===== config.mk =====
export PLATFORM = sky130hd
export DESIGN_NAME = vx_warp_drain_ctrl_flat
export DESIGN_NICKNAME = d
export VERILOG_FILES = /design/src/rtl/vx_warp_drain_ctrl_pkg.sv /design/src/rtl/vx_commit_sched_if.sv /design/src/rtl/vx_warp_drain_ctrl_rr_arbiter.sv /design/src/rtl/vx_warp_drain_ctrl.sv /design/src/flat_wrapper.sv
export SDC_FILE = /design/constraint.sdc
export NUM_CORES = 1
export LEC_CHECK = 0
export BUFFER_PORTS_ARGS = -buffer_cell sky130_fd_sc_hd__buf_2
export CAP_MARGIN = 20
export CORE_MARGIN = 5
export CORE_UTILIZATION = 45
export CTS_CLUSTER_DIAMETER = 100
export DETAILED_ROUTE_END_ITERATION = 6
export PLACE_DENSITY_LB_ADDON = 0.25
export SYNTH_ARGS = -nofsm -noshare
export SYNTH_HDL_FRONTEND = slang
export SYNTH_HIERARCHICAL = 1
export SYNTH_SLANG_ARGS = --single-unit

===== constraint.sdc =====
create_clock -name clk -period 3.6 [get_ports clk]
set_clock_uncertainty 0.1 [all_clocks]
set_input_delay 0.72 -clock clk [delete_from_list [all_inputs] [get_ports clk]]
set_output_delay 0.72 -clock clk [all_outputs]
set_load 0.03 [all_outputs]

===== src/rtl/vx_warp_drain_ctrl_pkg.sv =====
// Shared types and helpers for the warp drain controller.
package vx_warp_drain_ctrl_pkg;

    localparam int DEFAULT_NUM_WARPS = 4;

    typedef enum logic [1:0] {
        WS_IDLE  = 2'd0,
        WS_DRAIN = 2'd1,
        WS_DONE  = 2'd2
    } warp_state_e;

    function automatic int nw_width(input int num_warps);
        return (num_warps > 1) ? $clog2(num_warps) : 1;
    endfunction

endpackage


===== src/rtl/vx_commit_sched_if.sv =====
// Commit-to-scheduler path: one commit pulse per warp per cycle.
interface vx_commit_sched_if #(
    parameter int NUM_WARPS = vx_warp_drain_ctrl_pkg::DEFAULT_NUM_WARPS
);
    logic [NUM_WARPS-1:0] committed_warps;

    modport master (output committed_warps);
    modport slave  (input  committed_warps);
endinterface


===== src/rtl/vx_warp_drain_ctrl_rr_arbiter.sv =====
// Round-robin arbiter whose grant is frozen while a presented grant waits for acceptance.
module vx_warp_drain_ctrl_rr_arbiter #(
    parameter  int NUM_REQS = 4,
    localparam int IDX_W    = (NUM_REQS > 1) ? $clog2(NUM_REQS) : 1
) (
    input  logic                clk,
    input  logic                reset,
    input  logic [NUM_REQS-1:0] requests,
    input  logic                grant_ready,
    output logic                grant_valid,
    output logic [IDX_W-1:0]    grant_index
);

    logic [IDX_W-1:0] ptr_q;
    logic [IDX_W-1:0] held_idx_q;
    logic             held_q;
    logic [IDX_W-1:0] pick;
    logic [IDX_W-1:0] cand;
    logic             found;

    // NOTE: every variable gets a default before the loop so no latch is inferred.
    always_comb begin
        pick  = ptr_q;
        cand  = '0;
        found = 1'b0;
        for (int i = 0; i < NUM_REQS; i++) begin
            cand = IDX_W'((int'(ptr_q) + i) % NUM_REQS);
            if (!found && requests[cand]) begin
                found = 1'b1;
                pick  = cand;
            end
        end
    end

    // A newly arriving requester must not steal a grant already on offer.
    assign grant_valid = |requests;
    assign grant_index = held_q ? held_idx_q : pick;

    // NOTE: registered state uses non-blocking assignments only.
    always_ff @(posedge clk) begin
        if (reset) begin
            ptr_q      <= '0;
            held_q     <= 1'b0;
            held_idx_q <= '0;
        end else begin
            held_q     <= grant_valid && !grant_ready;
            held_idx_q <= grant_index;
            if (grant_valid && grant_ready) begin
                ptr_q <= (grant_index == IDX_W'(NUM_REQS - 1)) ? '0 : grant_index + IDX_W'(1);
            end
        end
    end

endmodule


===== src/rtl/vx_warp_drain_ctrl.sv =====
// Tracks in-flight instructions per warp and sequences fence/tmc/barrier drains.
module vx_warp_drain_ctrl
    import vx_warp_drain_ctrl_pkg::*;
#(
    parameter  int NUM_WARPS   = DEFAULT_NUM_WARPS,
    parameter  int MAX_PENDING = 4,
    parameter  int CNT_W       = $clog2(MAX_PENDING + 1),
    localparam int NW_WIDTH    = nw_width(NUM_WARPS)
) (
    input  logic                 clk,
    input  logic                 reset,
    input  logic                 issue_valid,
    input  logic [NW_WIDTH-1:0]  issue_wid,
    output logic                 issue_ready,
    vx_commit_sched_if.slave     commit_sched_if,
    input  logic                 drain_req_valid,
    input  logic [NW_WIDTH-1:0]  drain_req_wid,
    output logic                 drain_req_ready,
    output logic                 drain_done_valid,
    output logic [NW_WIDTH-1:0]  drain_done_wid,
    input  logic                 drain_done_ready,
    output logic [NUM_WARPS-1:0] stall_warps,
    output logic [NUM_WARPS-1:0] pending_empty
);

    warp_state_e          state_q [NUM_WARPS];
    warp_state_e          state_d [NUM_WARPS];
    logic [CNT_W-1:0]     count_q [NUM_WARPS];
    logic [CNT_W-1:0]     count_d [NUM_WARPS];
    logic [NUM_WARPS-1:0] issue_fire_w;
    logic [NUM_WARPS-1:0] drain_fire_w;
    logic [NUM_WARPS-1:0] underflow;
    logic [NUM_WARPS-1:0] done_req;
    logic                 done_fire;

    always_comb begin
        issue_fire_w = '0;
        drain_fire_w = '0;
        if (issue_valid && issue_ready)         issue_fire_w[issue_wid]     = 1'b1;
        if (drain_req_valid && drain_req_ready) drain_fire_w[drain_req_wid] = 1'b1;
    end

    // Issue and commit in the same cycle cancel; a commit at zero saturates.
    always_comb begin
        for (int w = 0; w < NUM_WARPS; w++) begin
            count_d[w]   = count_q[w];
            underflow[w] = 1'b0;
            case ({issue_fire_w[w], commit_sched_if.committed_warps[w]})
                2'b10: count_d[w] = count_q[w] + CNT_W'(1);
                2'b01: begin
                    if (count_q[w] == '0) underflow[w] = 1'b1;
                    else                  count_d[w]   = count_q[w] - CNT_W'(1);
                end
                default: ;
            endcase
        end
    end

    // NOTE: the counters and states are plain flops, not a RAM, so every entry is reset.
    always_ff @(posedge clk) begin
        if (reset) begin
            for (int w = 0; w < NUM_WARPS; w++) begin
                count_q[w] <= '0;
                state_q[w] <= WS_IDLE;
            end
        end else begin
            for (int w = 0; w < NUM_WARPS; w++) begin
                count_q[w] <= count_d[w];
                state_q[w] <= state_d[w];
            end
        end
    end

    // DRAIN looks at the registered count, so a same-cycle issue is counted first.
    always_comb begin
        for (int w = 0; w < NUM_WARPS; w++) begin
            state_d[w] = state_q[w];
            case (state_q[w])
                WS_IDLE:  if (drain_fire_w[w]) state_d[w] = WS_DRAIN;
                WS_DRAIN: if (count_q[w] == '0) state_d[w] = WS_DONE;
                WS_DONE:  if (done_fire && (drain_done_wid == NW_WIDTH'(w))) state_d[w] = WS_IDLE;
                default:  state_d[w] = WS_IDLE;
            endcase
        end
    end

    always_comb begin
        for (int w = 0; w < NUM_WARPS; w++) begin
            stall_warps[w]   = (state_q[w] != WS_IDLE) || (count_q[w] == CNT_W'(MAX_PENDING));
            pending_empty[w] = (count_q[w] == '0);
            done_req[w]      = (state_q[w] == WS_DONE);
        end
        issue_ready     = !stall_warps[issue_wid];
        drain_req_ready = (state_q[drain_req_wid] == WS_IDLE);
    end

    assign done_fire = drain_done_valid && drain_done_ready;

    vx_warp_drain_ctrl_rr_arbiter #(
        .NUM_REQS (NUM_WARPS)
    ) done_arb (
        .clk         (clk),
        .reset       (reset),
        .requests    (done_req),
        .grant_ready (drain_done_ready),
        .grant_valid (drain_done_valid),
        .grant_index (drain_done_wid)
    );

    commit_underflow_a: assert property (@(posedge clk) disable iff (reset) underflow == '0);

endmodule


===== src/flat_wrapper.sv =====
// flat-port wrapper written by rule: the top's interface ports become plain ports
module vx_warp_drain_ctrl_flat import vx_warp_drain_ctrl_pkg::*;
#(
    parameter  int NUM_WARPS   = DEFAULT_NUM_WARPS,
    parameter  int MAX_PENDING = 4,
    parameter  int CNT_W       = $clog2(MAX_PENDING + 1),
    localparam int NW_WIDTH    = nw_width(NUM_WARPS)
)
  (clk, reset, issue_valid, issue_wid, issue_ready, drain_req_valid, drain_req_wid, drain_req_ready, drain_done_valid, drain_done_wid, drain_done_ready, stall_warps, pending_empty, commit_sched_if_committed_warps);
  vx_commit_sched_if #(.NUM_WARPS(NUM_WARPS)) commit_sched_if_i ();
  input  logic clk;
  input  logic reset;
  input  logic issue_valid;
  input  logic [NW_WIDTH-1:0] issue_wid;
  output logic issue_ready;
  input  logic drain_req_valid;
  input  logic [NW_WIDTH-1:0] drain_req_wid;
  output logic drain_req_ready;
  output logic drain_done_valid;
  output logic [NW_WIDTH-1:0] drain_done_wid;
  input  logic drain_done_ready;
  output logic [NUM_WARPS-1:0] stall_warps;
  output logic [NUM_WARPS-1:0] pending_empty;
  input wire logic [$bits(commit_sched_if_i.committed_warps)-1:0] commit_sched_if_committed_warps;
  assign commit_sched_if_i.committed_warps = commit_sched_if_committed_warps;
  vx_warp_drain_ctrl #(.NUM_WARPS(NUM_WARPS), .MAX_PENDING(MAX_PENDING), .CNT_W(CNT_W)) u_core (.clk(clk), .reset(reset), .issue_valid(issue_valid), .issue_wid(issue_wid), .issue_ready(issue_ready), .commit_sched_if(commit_sched_if_i), .drain_req_valid(drain_req_valid), .drain_req_wid(drain_req_wid), .drain_req_ready(drain_req_ready), .drain_done_valid(drain_done_valid), .drain_done_wid(drain_done_wid), .drain_done_ready(drain_done_ready), .stall_warps(stall_warps), .pending_empty(pending_empty));
endmodule

## Word-level counts from Yosys, hierarchy flattened

Memories as Yosys holds them, arrays and structs flattened.
Index checks and enable logic that the tools add are counted.

- Divide/modulo/power cells: 0
- Multiplexer cells: 59
- Order comparisons: 8
- Reductions and logical operators: 37
- Add/sub/neg operators: 12
- Shift-type cells: 0
- Equal/unequal tests: 23
- Bitwise gates (word level): 8
- Multipliers: 0

Operator list:

| kind | count |
|---|---|
| 2-bit two-way mux | 21 |
| 3-bit two-way mux | 8 |
| 2-bit case mux with 3 select lines | 4 |
| 3-bit case mux with 2 select lines | 4 |
| 2-bit equality test (second input constant) | 10 |
| 2-bit by 1-bit equality test with 1-bit output (second input constant) | 9 |
| 2-bit by 3-bit < comparator with 1-bit output (second input constant) | 6 |
| 1-bit logical AND | 13 |
| 1-bit two-way mux | 13 |
| 3-bit by 1-bit adder with 3-bit output (second input constant) | 4 |
| 3-bit equality test (second input constant) | 4 |
| 2-bit zero test | 6 |
| 3-bit zero test | 4 |
| 3-bit by 1-bit subtractor with 3-bit output (second input constant) | 4 |
| 1-bit binary-select mux with 2-bit select | 5 |
| 4-bit two-way mux | 2 |
| 1-bit bitwise OR | 8 |
| 2-bit nonzero test | 4 |
| 1-bit zero test | 5 |
| 2-bit by 1-bit adder with 2-bit output (second input constant) | 2 |
| 2-bit adder (second input constant) | 2 |
| 1-bit demux with 2-bit select | 2 |
| 2-bit by 1-bit >= comparator with 1-bit output (second input constant) | 2 |
| 1-bit logical OR | 4 |
| 4-bit OR reduction | 1 |

- Output and inout port bits: 13
- Memory bits (read-only): 0
- Register bits after elaboration: 5
- Bits in writable memories: 20
- Word-level logic and storage cells: 152
- Memories: 2
- Latch bits: 0

Memories:

| name | depth | width | rd ports | clocked after memory_dff | write ports | RTL line | source |
|---|---|---|---|---|---|---|---|
| u_core.count_q | 4 | 3 | 4 | 0 | 4 | vx_warp_drain_ctrl.sv:28 | `logic [CNT_W-1:0] count_q [NUM_WARPS];` |
| u_core.state_q | 4 | 2 | 5 | 0 | 4 | vx_warp_drain_ctrl.sv:26 | `warp_state_e state_q [NUM_WARPS];` |

## Longest topological paths before layout

- Word-level depth: 19
- Depth in mapped cells: 9
- Gate-level depth less buffers: 9

## Cells and area by module

The synthesis kept the hierarchy.

Modules (own cells, without submodules):

| module | area an instance (um2) | instances | cells an instance |
|---|---|---|---|
| vx_warp_drain_ctrl | 1,472.7 | 1 | 187 |
| vx_warp_drain_ctrl_rr_arbiter | 344.1 | 1 | 42 |

## Worst setup path before layout

Ideal clock, no wire load.

- Path type: input to output
- From: in issue_wid[1]
- To: out issue_ready
- Path buffers: 0
- Cell stages on the path: 3
- Data arrival time: 1,647 ps
- Slack: 1,133 ps
- Cell sequence: a2111oi_0 -> a311oi_1 -> a21oi_1

- Cells in the longest elaborated chain, start to end: 3

RTL lines:

| what | RTL line | source |
|---|---|---|
| start, declared | flat_wrapper.sv:14 | `input logic [NW_WIDTH-1:0] issue_wid;` |
| 1-bit binary-select mux with 2-bit select | vx_warp_drain_ctrl.sv:93 | `issue_ready = !stall_warps[issue_wid];` |
| 1-bit two-way mux (not written as such) | vx_warp_drain_ctrl.sv:93 |  |
| 1-bit zero test | vx_warp_drain_ctrl.sv:93 |  |
| end, declared | flat_wrapper.sv:15 | `output logic issue_ready;` |

No other way between the ends. The select of a mux whose other input is x is not followed.

==> metrics.md <==
| Metric | Value |
|---|---|
| Fin crit period | `3.08 ns` |
| CTS Hold Bufs | `0` |
| Count of cell types in the netlist | `57` |
| Die ar. | `0.00541 sq mm` |
| Root Buffer | `clkbuf_8` |
| Post-synth top flop | `dfxtp_1` |
| Post-synth EDFFs | `0` |
| Maxcap violations | `0` |
| Bufs and invs on worst path | `2` |
| Initial antenna violation count | `0` |
| Maximum vdd drop | `0.261 mV` |
| Crit path max-delay family | `simple AND/OR/NAND/NOR gates` |
| Warnings from Yosys | `6` |
| Global-route wire length before repair | `7.15 mm` |
| Final Setup Violations | `0` |
| Placed wire-length estimate | `3.01 mm` |
| Share of cells above drive strength 1 | `17.1%` |
| Std cell rows | `23` |
| Post-synthesis async set-or-reset flop share | `0%` |
| P_int | `0.000583 W` |
| Worst-path fanout max | `8` |
| Clock Power Share | `16.5%` |
| Seq/Total Area, Yosys | `27.5%` |
| DIE WIDTH | `73.5 um` |
| Nets | `269` |
| Run status | `finished, final reports clean` |
| Postcts setup bufs | `0` |
| Iteration count of the initial detailed-routing pass | `4` |
| Worst endpoint required time | `2.78 ns` |
| Crit path cell chain | `nor2b_1 -> and4bb_2 -> o21ai_1 -> o2111ai_1 -> and2_1 -> inv_1 -> buf_2` |
| WL final | `4.03 mm` |
| Syn Inst Count | `229` |
| All-Layer GR Usage | `16.4%` |
| Port Buffers | `25` |
| Worst slew pin tran | `0.657 ns` |
| Routed wire length per instance | `13.4 um` |
| CTS tree | `done` |
| Starting Density | `45.7%` |
| Ports | `26` |
| Number of synthesized register bits | `25` |
| Cts bufs inserted | `3` |
| ANT nets after route | `0` |
| Die Ht | `73.5 um` |
| Net Sw Frac | `44.6%` |
| DRT iter0 DRCs | `57` |
| HP Class | `reg2reg` |
| Switch Pwr | `0.000469 W` |
| Worst-case clock buffer depth | `2` |
| Pwr Density | `521 mW/mm^2` |
| Multi-input gate area | `0.00122 sq mm` |
| Syn Area/Cell | `7.93 sq um` |
| Design Power | `0.00105 W` |
| Fmax | `0.325 GHz` |
| Core Region | `0.00397 sq mm` |
| Non-Filler Instances | `301` |
| Slew HR | `56.2%` |
| Vias in the first global route | `1594` |
| CP endpoint kind | `primary output` |
| Hold Vio Cnt, Final | `0` |
| Post-synthesis net count | `246` |
| Setup TNS Final | `0 ns` |
| CTS H-Tree Depth | `1` |
| Clock transition at the registers of the reported paths | `0.09 ns` |
| Placer's final routability congestion estimate | `0.773` |
| Clock Latency Late Sink | `0.28 ns` |
| Tcrit/Tclk final | `85.5%` |
| Total grt overflow | `0` |
| Data arrival, critical path | `2.26 ns` |
| Layout area overhead | `11.0%` |
| Pins Over Slew Limit | `0` |
| Largest net degree at the start of global routing | `36` |
| Leak | `0.793 nW` |
| # fillers | `401` |
| N_diodes | `0` |
| Setup CP Type | `reg2out` |
| Vias per cell | `5.54` |
| Crit path launch type | `flip-flop` |
| Residual DRC | `0` |
| Dpl ws | `0.887 ns` |
| Sink Count | `25` |
| Cell total after placement | `297` |
| Sequential power share | `34.6%` |
| Vias | `1668` |
| CTS resizes | `0` |
| RSZ-0062 raised after global routing | `false` |
| PnR worst setup slack | `0.521 ns` |
| Critical-path top delay cell | `nor2b_1` |
| CP max stage delay | `0.48 ns` |
| Comb pwr share | `48.9%` |
| Mapped Area | `0.00182 sq mm` |
| Sequential cell area | `500 sq um` |
-- registers in the layout (all words and copies together), names as in the netlist --
signal and flops:
u_core/count_q 12, u_core/done_arb/held_idx_q 2, u_core/done_arb/held_q 1, u_core/done_arb/ptr_q 2, u_core/state_q 8
-- placed cells by master (no fill, tap or decap), types with 4 or more instances in the layout --
cell type,Yosys,final
a211oi_1,8,8
a21boi_1,4,4
a21o_1,4,4
a21oi_1,14,14
buf_2,2,25
dfxtp_1,25,25
fa_1,4,4
inv_1,17,17
mux2_1,6,6
nand2_1,21,21
nand2b_1,6,6
nand3_1,5,5
nand3b_1,6,6
nor2_1,29,29
nor2b_1,4,4
nor3_1,11,11
o21ai_0,5,5
-- worst register-to-register path: cells and delay by family (launching register included) --
family	cells	cell delay (ns)
simple gates	4	1.09
compound gates	4	0.62
flops	1	0.40
buf+inv	1	0.11
-- cell families (layout without fill, tap and decap cells) --
kind of cell | after synthesis | count (layout) | synth area share, %
buffers and inverters | 24 | 46 | 5.51
muxes | 10 | 10 | 6.75
xor gates and xnor gates | 2 | 2 | 0.964
and+or+nand+nor | 104 | 104 | 30.6
DFF | 25 | 25 | 27.5
AOI/OAI and AO/OA | 60 | 60 | 24.2
adders and majority gates | 4 | 4 | 4.41
-- through the flow --
step	hold WS [ns]	cell area (sq um)	utilization [%]
after global placement	0.339	1970	49.6
after floorplan	0.325	1820	-
after detailed placement	0.349	1970	49.6
after CTS	0.365	2020	50.8
after global routing	0.401	2020	50.8
final	0.364	2020	50.8
-- metal layers --
layer	vias up	share of wire [%]	global-route usage, %
li1	879	-	-
met1	751	52	23.6
met2	33	41	24.5
met3	5	5.0	2.60
met4	0	1.5	6.04
met5	-	0	0
-- synthesized netlist by cell type (4+ instances only) --
cell,count,area (sq um)
a211oi_1,8,60.1
a21boi_1,4,30.0
a21o_1,4,30.0
a21oi_1,14,70.1
clkbuf_1,4,15.0
dfxtp_1,25,500
fa_1,4,80.1
inv_1,17,63.8
mux2_1,6,67.6
nand2_1,21,78.8
nand2b_1,6,37.5
nand3_1,5,25.0
nand3b_1,6,45.0
nor2_1,29,109
nor2b_1,4,25.0
nor3_1,11,55.1
o21ai_0,5,25.0
-- layout make-up --
type                            count  share of cell area [%]
Clock buffer                        3                    2.05
Sequential cell                    25                    24.8
Inverter                           17                    3.16
Multi-Input combinational cell    180                    60.3
Clock inverter                      1                   0.372
Timing Repair Buffer               25                    6.20
Tap cell                           50                    3.10
-- power groups by stage --
stage	clock network [W]	logic, W	registers [W]
floorplan	0	0.000402	0.000358
global placement	0	0.000513	0.000369
detailed placement	0	0.000517	0.000370
CTS	0.000184	0.000518	0.000364
global route	0.000195	0.000575	0.000373
finish	0.000174	0.000514	0.000364
-- final timing paths --
path                                           start                    to  slack, ns  depth (start not counted)
worst max-delay path            u_core/state_q[0][1]     drain_done_wid[1]       0.52                          7
worst min-delay path            u_core/state_q[1][1]  u_core/state_q[1][0]       0.36                          1
worst max register to register  u_core/state_q[0][1]  u_core/state_q[3][1]       1.15                          9
worst min register to register  u_core/state_q[1][1]  u_core/state_q[1][0]       0.36                          1
No activity file was read; power rests on OpenSTA's default activity.
